### src/rtl/dpram_pkg.sv
// Shared definitions for the dual-port RAM with zero-initialisation engine:
// FSM state encoding, byte-lane helpers and the per-byte even-parity function.
package dpram_pkg;

    typedef enum logic [1:0] {
        S_RESET = 2'd0,
        S_INIT  = 2'd1,
        S_READY = 2'd2
    } state_t;

    localparam int BYTE_W     = 8;
    localparam int MAX_DATA_W = 256;
    localparam int MAX_LANES  = MAX_DATA_W / BYTE_W;

    // Number of byte lanes in a word of the given width.
    function automatic int byte_lanes(input int data_w);
        return data_w / BYTE_W;
    endfunction

    // Even parity per byte lane; callers zero-extend narrower words, so the
    // unused upper lanes come back as 0.
    function automatic logic [MAX_LANES-1:0] byte_parity(input logic [MAX_DATA_W-1:0] data);
        logic [MAX_LANES-1:0] par;
        for (int i = 0; i < MAX_LANES; i++) begin
            par[i] = ^data[BYTE_W*i +: BYTE_W];
        end
        return par;
    endfunction

endpackage

### src/rtl/dpram_init_fsm.sv
// Reset / clear sequencer for dpram_sync_init. After reset release it walks a
// counter across the whole array, issuing one zero-write per cycle, then
// reports ready. init_busy is high from reset until the last clear write.
module dpram_init_fsm
    import dpram_pkg::*;
#(
    parameter int ADDR_W = 6
) (
    input  logic              clk,
    input  logic              rst,
    output logic              init_busy,
    output logic              ready,
    output logic              clr_we,
    output logic [ADDR_W-1:0] clr_addr
);

    state_t            state;
    state_t            state_next;
    logic [ADDR_W-1:0] count;

    // State register and clear counter; counter only advances while clearing.
    always_ff @(posedge clk) begin
        if (!rst) begin
            state <= S_RESET;
            count <= '0;
        end else begin
            state <= state_next;
            if (state == S_INIT) begin
                count <= count + ADDR_W'(1);
            end
        end
    end

    // Next-state decode and clear-write strobe; the strobe is suppressed
    // whenever rst is low so no write lands in a reset cycle.
    always_comb begin
        state_next = state;
        init_busy  = 1'b1;
        ready      = 1'b0;
        clr_we     = 1'b0;
        case (state)
            S_RESET: begin
                state_next = S_INIT;
            end
            S_INIT: begin
                clr_we = rst;
                if (&count) begin
                    state_next = S_READY;
                end
            end
            S_READY: begin
                init_busy = 1'b0;
                ready     = 1'b1;
            end
            default: begin
                state_next = S_RESET;
            end
        endcase
    end

    assign clr_addr = count;

endmodule

### src/rtl/dpram_sync_init.sv
// Parametrised simple dual-port synchronous RAM (one write port, one read
// port, shared clock) with byte enables, write-first collision merge, a
// read-valid strobe, 1- or 2-cycle read latency and a sequential zero clear
// after reset. Optional per-byte even parity is enabled by defining
// DPRAM_PARITY_EN; without it par_err is tied low.
module dpram_sync_init
    import dpram_pkg::*;
#(
    parameter int DATA_W = 8,
    parameter int ADDR_W = 6,
    parameter int RD_LAT = 1
) (
    input  logic                clk,
    input  logic                rst,
    input  logic                enable,
    input  logic                wr,
    input  logic [ADDR_W-1:0]   wr_addr,
    input  logic [DATA_W-1:0]   wr_data,
    input  logic [DATA_W/8-1:0] wr_be,
    input  logic                rd,
    input  logic [ADDR_W-1:0]   rd_addr,
    output logic [DATA_W-1:0]   rd_data,
    output logic                rd_valid,
    output logic                init_busy,
    output logic                par_err
);

    localparam int LANES = byte_lanes(DATA_W);
    localparam int DEPTH = 2 ** ADDR_W;

    logic              ready;
    logic              clr_we;
    logic [ADDR_W-1:0] clr_addr;

    dpram_init_fsm #(
        .ADDR_W (ADDR_W)
    ) u_init_fsm (
        .clk       (clk),
        .rst       (rst),
        .init_busy (init_busy),
        .ready     (ready),
        .clr_we    (clr_we),
        .clr_addr  (clr_addr)
    );

    // User requests only count once the clear has finished and rst is high.
    logic wr_acc;
    logic rd_acc;
    logic collide;

    assign wr_acc  = ready & rst & enable & wr;
    assign rd_acc  = ready & rst & enable & rd;
    assign collide = wr_acc && (wr_addr == rd_addr);

    logic [DATA_W-1:0] mem [DEPTH];

    // Array write port: clear engine during init, byte-masked user writes after.
    always_ff @(posedge clk) begin
        if (clr_we) begin
            mem[clr_addr] <= '0;
        end else if (wr_acc) begin
            for (int i = 0; i < LANES; i++) begin
                if (wr_be[i]) begin
                    mem[wr_addr][BYTE_W*i +: BYTE_W] <= wr_data[BYTE_W*i +: BYTE_W];
                end
            end
        end
    end

    // Read word with write-first merge of the enabled bytes on an address match.
    logic [DATA_W-1:0] rd_word;
    always_comb begin
        rd_word = mem[rd_addr];
        if (collide) begin
            for (int i = 0; i < LANES; i++) begin
                if (wr_be[i]) begin
                    rd_word[BYTE_W*i +: BYTE_W] = wr_data[BYTE_W*i +: BYTE_W];
                end
            end
        end
    end

    logic [DATA_W-1:0] rd_data_p0;
    logic              vld_p0;

    // Stage 0: capture the read word; data holds between accepted reads.
    always_ff @(posedge clk) begin
        if (!rst) begin
            rd_data_p0 <= '0;
            vld_p0     <= 1'b0;
        end else begin
            vld_p0 <= rd_acc;
            if (rd_acc) begin
                rd_data_p0 <= rd_word;
            end
        end
    end

    generate
        if (RD_LAT == 2) begin : g_lat2
            logic [DATA_W-1:0] rd_data_p1;
            logic              vld_p1;

            // Stage 1: output register; in-flight reads finish regardless of enable.
            always_ff @(posedge clk) begin
                if (!rst) begin
                    rd_data_p1 <= '0;
                    vld_p1     <= 1'b0;
                end else begin
                    vld_p1 <= vld_p0;
                    if (vld_p0) begin
                        rd_data_p1 <= rd_data_p0;
                    end
                end
            end

            assign rd_data  = rd_data_p1;
            assign rd_valid = vld_p1;
        end else begin : g_lat1
            assign rd_data  = rd_data_p0;
            assign rd_valid = vld_p0;
        end
    endgenerate

`ifdef DPRAM_PARITY_EN
    logic [LANES-1:0]      mem_par [DEPTH];
    logic [LANES-1:0]      wr_par;
    logic [LANES-1:0]      rd_par_word;
    logic [LANES-1:0]      rd_par_p0;
    logic [LANES-1:0]      rd_par_out;
    logic [MAX_DATA_W-1:0] wr_ext;
    logic [MAX_DATA_W-1:0] out_ext;
    logic [MAX_LANES-1:0]  wr_par_full;
    logic [MAX_LANES-1:0]  out_par_full;

    // Parity of the incoming write data, one bit per byte lane.
    always_comb begin
        wr_ext              = '0;
        wr_ext[DATA_W-1:0]  = wr_data;
        wr_par_full         = byte_parity(wr_ext);
        wr_par              = wr_par_full[LANES-1:0];
    end

    // Parity array write port, lane-aligned with the data array (0 is even parity of 0).
    always_ff @(posedge clk) begin
        if (clr_we) begin
            mem_par[clr_addr] <= '0;
        end else if (wr_acc) begin
            for (int i = 0; i < LANES; i++) begin
                if (wr_be[i]) begin
                    mem_par[wr_addr][i] <= wr_par[i];
                end
            end
        end
    end

    // Stored parity with collision-merged lanes taking the write-data parity.
    always_comb begin
        rd_par_word = mem_par[rd_addr];
        if (collide) begin
            for (int i = 0; i < LANES; i++) begin
                if (wr_be[i]) begin
                    rd_par_word[i] = wr_par[i];
                end
            end
        end
    end

    // Stage 0 parity capture, travelling with rd_data_p0.
    always_ff @(posedge clk) begin
        if (!rst) begin
            rd_par_p0 <= '0;
        end else if (rd_acc) begin
            rd_par_p0 <= rd_par_word;
        end
    end

    generate
        if (RD_LAT == 2) begin : g_par_lat2
            logic [LANES-1:0] rd_par_p1;

            // Stage 1 parity register, travelling with rd_data_p1.
            always_ff @(posedge clk) begin
                if (!rst) begin
                    rd_par_p1 <= '0;
                end else if (vld_p0) begin
                    rd_par_p1 <= rd_par_p0;
                end
            end

            assign rd_par_out = rd_par_p1;
        end else begin : g_par_lat1
            assign rd_par_out = rd_par_p0;
        end
    endgenerate

    // Recompute parity over the presented data and flag any lane mismatch.
    always_comb begin
        out_ext             = '0;
        out_ext[DATA_W-1:0] = rd_data;
        out_par_full        = byte_parity(out_ext);
        par_err             = rd_valid && (out_par_full[LANES-1:0] != rd_par_out);
    end
`else
    assign par_err = 1'b0;
`endif

endmodule

### config.mk
export PLATFORM = sky130hd
export DESIGN_NAME = dpram_sync_init
export DESIGN_NICKNAME = d
export VERILOG_FILES = /design/src/rtl/dpram_pkg.sv /design/src/rtl/dpram_init_fsm.sv /design/src/rtl/dpram_sync_init.sv
export SDC_FILE = /design/constraint.sdc
export NUM_CORES = 1
export LEC_CHECK = 0
export ABC_AREA = 1
export BUFFER_PORTS_ARGS = -buffer_cell sky130_fd_sc_hd__buf_4
export CORE_MARGIN = 1
export CORE_UTILIZATION = 45
export DETAILED_ROUTE_END_ITERATION = 6
export HOLD_SLACK_MARGIN = 0.02
export PLACE_DENSITY_LB_ADDON = 0.08
export SLEW_MARGIN = 15
export SYNTH_ARGS = -nofsm -noshare
export SYNTH_HDL_FRONTEND = slang
export SYNTH_SLANG_ARGS = --single-unit
### constraint.sdc
create_clock -name clk -period 5.7 [get_ports clk]
set_input_delay 0.57 -clock clk [delete_from_list [all_inputs] [get_ports clk]]
set_output_delay 0.57 -clock clk [all_outputs]
set_load 0.02 [all_outputs]
### After elaboration in Yosys (flattened, before gate mapping)

Memory sizes are Yosys's and may differ from the RTL's.
Cells that the tools add are included.

| storage, ports and cells | value |
|---|---|
| logic and storage cells | 36 |
| register bits | 17 |
| memory bits (writable) | 512 |
| bits of input ports | 26 |
| memories | 1 |
| output and inout port bits | 11 |

| cells by class | value |
|---|---|
| $add $sub $neg | 1 |
| bitwise gates (word level) | 5 |
| multiplexer cells | 16 |
| reduce and logical (&&, ||, !) cells | 5 |
| equality and inequality tests | 4 |

Memory list:

| name | depth | bits a word | read ports | clocked after memory_dff | write ports | line | source |
|---|---|---|---|---|---|---|---|
| mem | 64 | 8 | 1 | 0 | 1 | dpram_sync_init.sv:55 | `logic [DATA_W-1:0] mem [DEPTH];` |

Operator list:

| cell | number |
|---|---|
| 8-bit two-way mux | 3 |
| 1-bit two-way mux | 10 |
| 8-bit OR reduction | 1 |
| 6-bit by 1-bit adder with 6-bit output (second input constant) | 1 |
| 6-bit equality test | 1 |
| 6-bit two-way mux | 1 |
| 2-bit case mux with 3 select lines | 1 |
| 6-bit AND reduction | 1 |
| 1-bit bitwise AND | 4 |
| 2-bit by 1-bit equality test with 1-bit output (second input constant) | 1 |
| 2-bit equality test (second input constant) | 1 |
| 2-bit logical NOT | 1 |
| 2-bit two-way mux | 1 |
| 2-bit inequality test (second input constant) | 1 |
| 2-bit AND reduction | 1 |
| 1-bit logical AND | 1 |
| 1-bit inverter | 1 |

### Longest topological paths before layout

| depth | value |
|---|---|
| depth in word-level cells | 10 |
| depth in mapped cells | 14 |
| mapped depth without buffers | 11 |

### Hierarchy

A second synthesis with hierarchy kept.

| second synthesis, totals | value |
|---|---|
| cell total of the unflattened synthesis | 1970 |
| area total of the unflattened synthesis | 22016.1 µm² |

By module, submodules not included:

| module | times used | cells an instance | area an instance (µm²) | seq. area each (µm²) |
|---|---|---|---|---|
| dpram_sync_init | 1 | 1917 | 21644.5 | 15554.9 |
| dpram_init_fsm | 1 | 53 | 371.6 | 160.2 |

### Worst setup path before layout

Ideal clock, no wire load.

| timing path | value |
|---|---|
| path kind | input -> register |
| start | input rst |
| end | memory mem[0][2], data pin |
| path slack | 2630 ps |
| setup time | 499 ps |
| data arrival time | 2570 ps |
| buffers on the path | 1 |
| stages | 5 |
| data required time | 5201 ps |
| cell sequence | nand3_1 -> nor2_2 -> nand3_1 -> buf_2 -> nor2_1 |

| between the ends | value |
|---|---|
| cells in the longest elaborated chain, start to end | 8 |
| elaborated cells on any way between the ends | 9 |

Ends and longest elaborated chain:

| what | line | source |
|---|---|---|
| start: declaration | dpram_sync_init.sv:14 | `input logic rst,` |
| 1-bit bitwise AND (3 in series) | dpram_sync_init.sv:51 | `assign wr_acc = ready & rst & enable & wr;` |
| 1-bit two-way mux | dpram_sync_init.sv:61 | `end else if (wr_acc) begin` |
| 1-bit two-way mux * | dpram_sync_init.sv:59 | `if (clr_we) begin` |
| 1-bit two-way mux (not written as such) * | dpram_sync_init.sv:64 | `mem[wr_addr][BYTE_W*i +: BYTE_W] <= wr_data[BYTE_W*i +: BYTE_W];` |
| 8-bit OR reduction (no line) * | - |  |
| 8-bit two-way mux (no line) * | - |  |
| end: declaration | dpram_sync_init.sv:55 |  |

Every way passes the cells marked *; elsewhere a longest branch is shown, timed or not.

### Worst setup path after layout

| timing path | value |
|---|---|
| start | register u_init_fsm.state[0] |
| end | memory mem[53][4] (enable) |

| between the ends | value |
|---|---|
| cells in the longest elaborated chain, start to end | 10 |
| elaborated cells on any way between the ends | 15 |

Ends and longest elaborated chain:

| what | line | source |
|---|---|---|
| start: declaration | dpram_init_fsm.sv:17 | `state_t state;` |
| start signal: assignment | dpram_init_fsm.sv:27 | `state <= state_next;` |
| 2-bit equality test | dpram_init_fsm.sv:41 | `case (state)` |
| 1-bit two-way mux | dpram_init_fsm.sv:41 |  |
| 1-bit bitwise AND (3 in series) | dpram_sync_init.sv:51 |  |
| 1-bit two-way mux | dpram_sync_init.sv:61 |  |
| 1-bit two-way mux | dpram_sync_init.sv:59 |  |
| 1-bit two-way mux (not written as such) | dpram_sync_init.sv:64 |  |
| 8-bit OR reduction (no line) | - |  |
| 6-bit two-way mux (no line) / 1-bit two-way mux (equally long branches) | - |  |

Several ways; a longest one is shown, not always the timed one.

==> impl_results.md <==
* Root Driver: clkbuf_16
* Share of cells above drive strength 1 at 8.57%
* Reg2reg start: u_init_fsm.state[0]$_SDFFE_PN0P_
* Post-Syn Nets at 1967
* Switch Pwr at 1810 uW
* Grt total ovfl at 0
* Hold slack final at 284 ps
* H-tree depth at 2
* Number of synthesized flops with an enable pin at 512
* Sequential share of power at 51.5%
* Die Wd at 222 um
* Critical path type: reg2reg
* Async SR Flop Fraction at 0%
* Worst R2R Path Depth at 9
* # hold bufs at CTS at 0
* Final Max Slew Viols at 0
* Antenna Cells at 0
* Most frequent CP cell: nand3_1
* Setup Skew at 14.7 ps
* Pre-Repair DR Iteration Count at 5
* Mean Syn Cell Area at 11.2 sq um
* Synthesized area at 0.0218 sq mm
* Prevailing post-synth register cell: edfxtp_1
* Fmax at 0.242 GHz
* Antenna violations before repair at 1
* DRC at 0
* Yosys top cell by area: edfxtp_1
* Global-route wire length before repair at 88.9 mm
* Largest net degree at the start of global routing at 121
* Slew margin rel. at 24.0%
* I/O Buffers at 35
* Detailed Place HPWL at 35.5 mm
* Slowest CP cell: nor2_1
* LEAKAGE at 0.00882 uW
* Via count at 14550
* Synth Instances at 1940
* WP data required at 5930 ps
* RSZ-0062 raised after global routing: no
* Status: completed
* Clock Power Share at 43.2%
* CP Capture Type: register
* Maxcap violations at 0
* Hold depth at 3
* Crit-path cells: inv_1, nand3_1, nor2_2, nand3_1, nand2_1, o21ai_4, inv_2, nand4_1, nor2_1
* Worst flop-to-flop path endpoint: mem[53][4]$_DFFE_PP_
* Num CTS Buffers at 55
* Post-synth top cells: 674 x nand2_1, 512 x edfxtp_1, 446 x nand3_1, 72 x nor2_1, 58 x clkbuf_1
* PwrDens at 333 mW/mm^2
* Post-CTS setup buffer count at 0
* Final Hold Vio Count at 0
* IO Pins at 37
* CTS tree: done
* Final ANT Viol Nets at 0
* GRT Total Usage at 24.4%
* Hold crit path type: in2reg
* Final WL at 59.5 mm
* Cts repair resizes at 0
* R2R Setup Slk at 1580 ps
* Sequential area share after synthesis at 72.1%
* Finish-stage setup viols at 0
* Num Clock Sinks at 529
* # rows at 80
* Library cells used by synthesis at 29
* Least-Margin Pin Slew at 1140 ps
* VDD IR-drop max at 239 uV
* Final net count at 1979
* DR iter-0 viols at 1381
* Routed WL per cell at 22.8 um
* Setup TNS at 0 ps
* Worst-Skew Late Latency at 600 ps
* Die area at 0.0493 sq mm
* Sw Share at 22.1%
* Critical Path Source: u_init_fsm.state[0]$_SDFFE_PN0P_
* Crit path to: mem[53][4]$_DFFE_PP_
* Synth top area share at 70.5%
* Top post-synthesis cells by area: edfxtp_1 71%, nand2_1 12%, nand3_1 10%
* Crit start category: register
* Top-count cell post-synth: nand2_1
* Register bit count reported by yosys at 529
* Ys Warns at 0
* Layout area overhead at 12.6%
* Chip height at 222 um
* Worst-path maximum fanout at 14
* Core ar. at 0.0477 sq mm
* Comb power frac at 5.3%
* Max incr delay on CP at 1010 ps
* Reg clk slew, reported paths at 60 ps
* Critical Path AT at 4350 ps
* Vias in the first global route at 14250
* Fin crit share at 72.4%
* Crit path time final at 4120 ps
* Initial cell density of the core at 45.7%
* Hold Path Origin: rst
* Clock buffer depth at 3
* Drt via density at 5.57
* GP Congestion at 0.860
* Pint at 6370 uW
-- registers in the layout (all words and copies together), names as in the netlist --
name                 count
mem                    512
rd_data                  8
u_init_fsm.clr_addr      6
u_init_fsm.state         2
rd_valid                 1
-- metrics by stage --
step | worst slack (ps) | instance area, sq um | std cells | utilization [%] | power [uW]
floorplan | 2630 | 21800 | 1940 | - | 4570
global placement | 1400 | 22700 | 2506 | 47.5 | 4720
detailed placement | 1340 | 22800 | 2509 | 47.7 | 4730
CTS | 1680 | 24500 | 2609 | 51.3 | 8230
global route | 1390 | 24500 | 2610 | 51.4 | 8420
finish | 1580 | 24500 | 2610 | 51.4 | 8180
-- final cells by class --
type / instances / area (sq um)
multi-input cells: 1261 / 5530
inverters: 36 / 145
fillers: 4214 / 23200
clock inverters: 30 / 277
repair buffers: 69 / 632
clock buffers: 70 / 1480
flip-flops and latches: 529 / 15700
well taps: 615 / 769
-- metal layers --
| metal | GRT usage [%] | wire (um) |
|---|---|---|
| met5 | 0 | 10 |
| met2 | 39.3 | 27900 |
| met4 | 8.42 | 1920 |
| met1 | 33.2 | 25600 |
| met3 | 4.73 | 4020 |
-- power groups by stage --
stage,Sequential [uW],Clock [uW],Combinational [uW]
2_1_floorplan,4290,0,281
4_1_cts,4210,3590,437
3_3_place_gp,4290,0,434
5_1_grt,4210,3730,481
6_report,4210,3530,437
3_5_place_dp,4290,0,435
-- kinds of logic (layout without fill, tap and decap cells) --
kind of cell / after synthesis / in the layout / share of synthesized area, %
xor+xnor: 2 / 2 / 0.0804
buf+inv: 150 / 205 / 2.81
other cells: 1 / 1 / 0.0172
flops: 529 / 529 / 72.1
fa+ha+maj: 1 / 1 / 0.0574
simple gates: 1222 / 1222 / 23.9
compound gates: 35 / 35 / 1.02
-- worst min-delay path by stage --
stage | slack (ps) | endpoint
after floorplan | 450 | u_init_fsm.state[0]$_SDFFE_PN0P_
after global placement | 460 | u_init_fsm.state[0]$_SDFFE_PN0P_
after detailed placement | 470 | u_init_fsm.state[0]$_SDFFE_PN0P_
after CTS | 250 | u_init_fsm.clr_addr[2]$_SDFFE_PN0N_
after global routing | 280 | u_init_fsm.clr_addr[2]$_SDFFE_PN0N_
final | 280 | u_init_fsm.clr_addr[2]$_SDFFE_PN0N_
-- critical path, delay by kind of cell (launching register included) --
family / cells / cell delay, ps
simple gates: 6 / 3020
compound gates: 1 / 140
buf+inv: 2 / 270
flops: 1 / 300
-- placed cells by master (no fill, tap or decap), drive strengths merged, types with 10 or more instances in the layout --
| master | count |
|---|---|
| a21oi | 12 |
| buf | 69 |
| clkbuf | 70 |
| clkinv | 25 |
| dfxtp | 17 |
| edfxtp | 512 |
| inv | 35 |
| nand2 | 674 |
| nand3 | 447 |
| nor2 | 74 |
| nor4 | 10 |
| o21ai | 19 |
No activity file was read; power rests on OpenSTA's default activity.
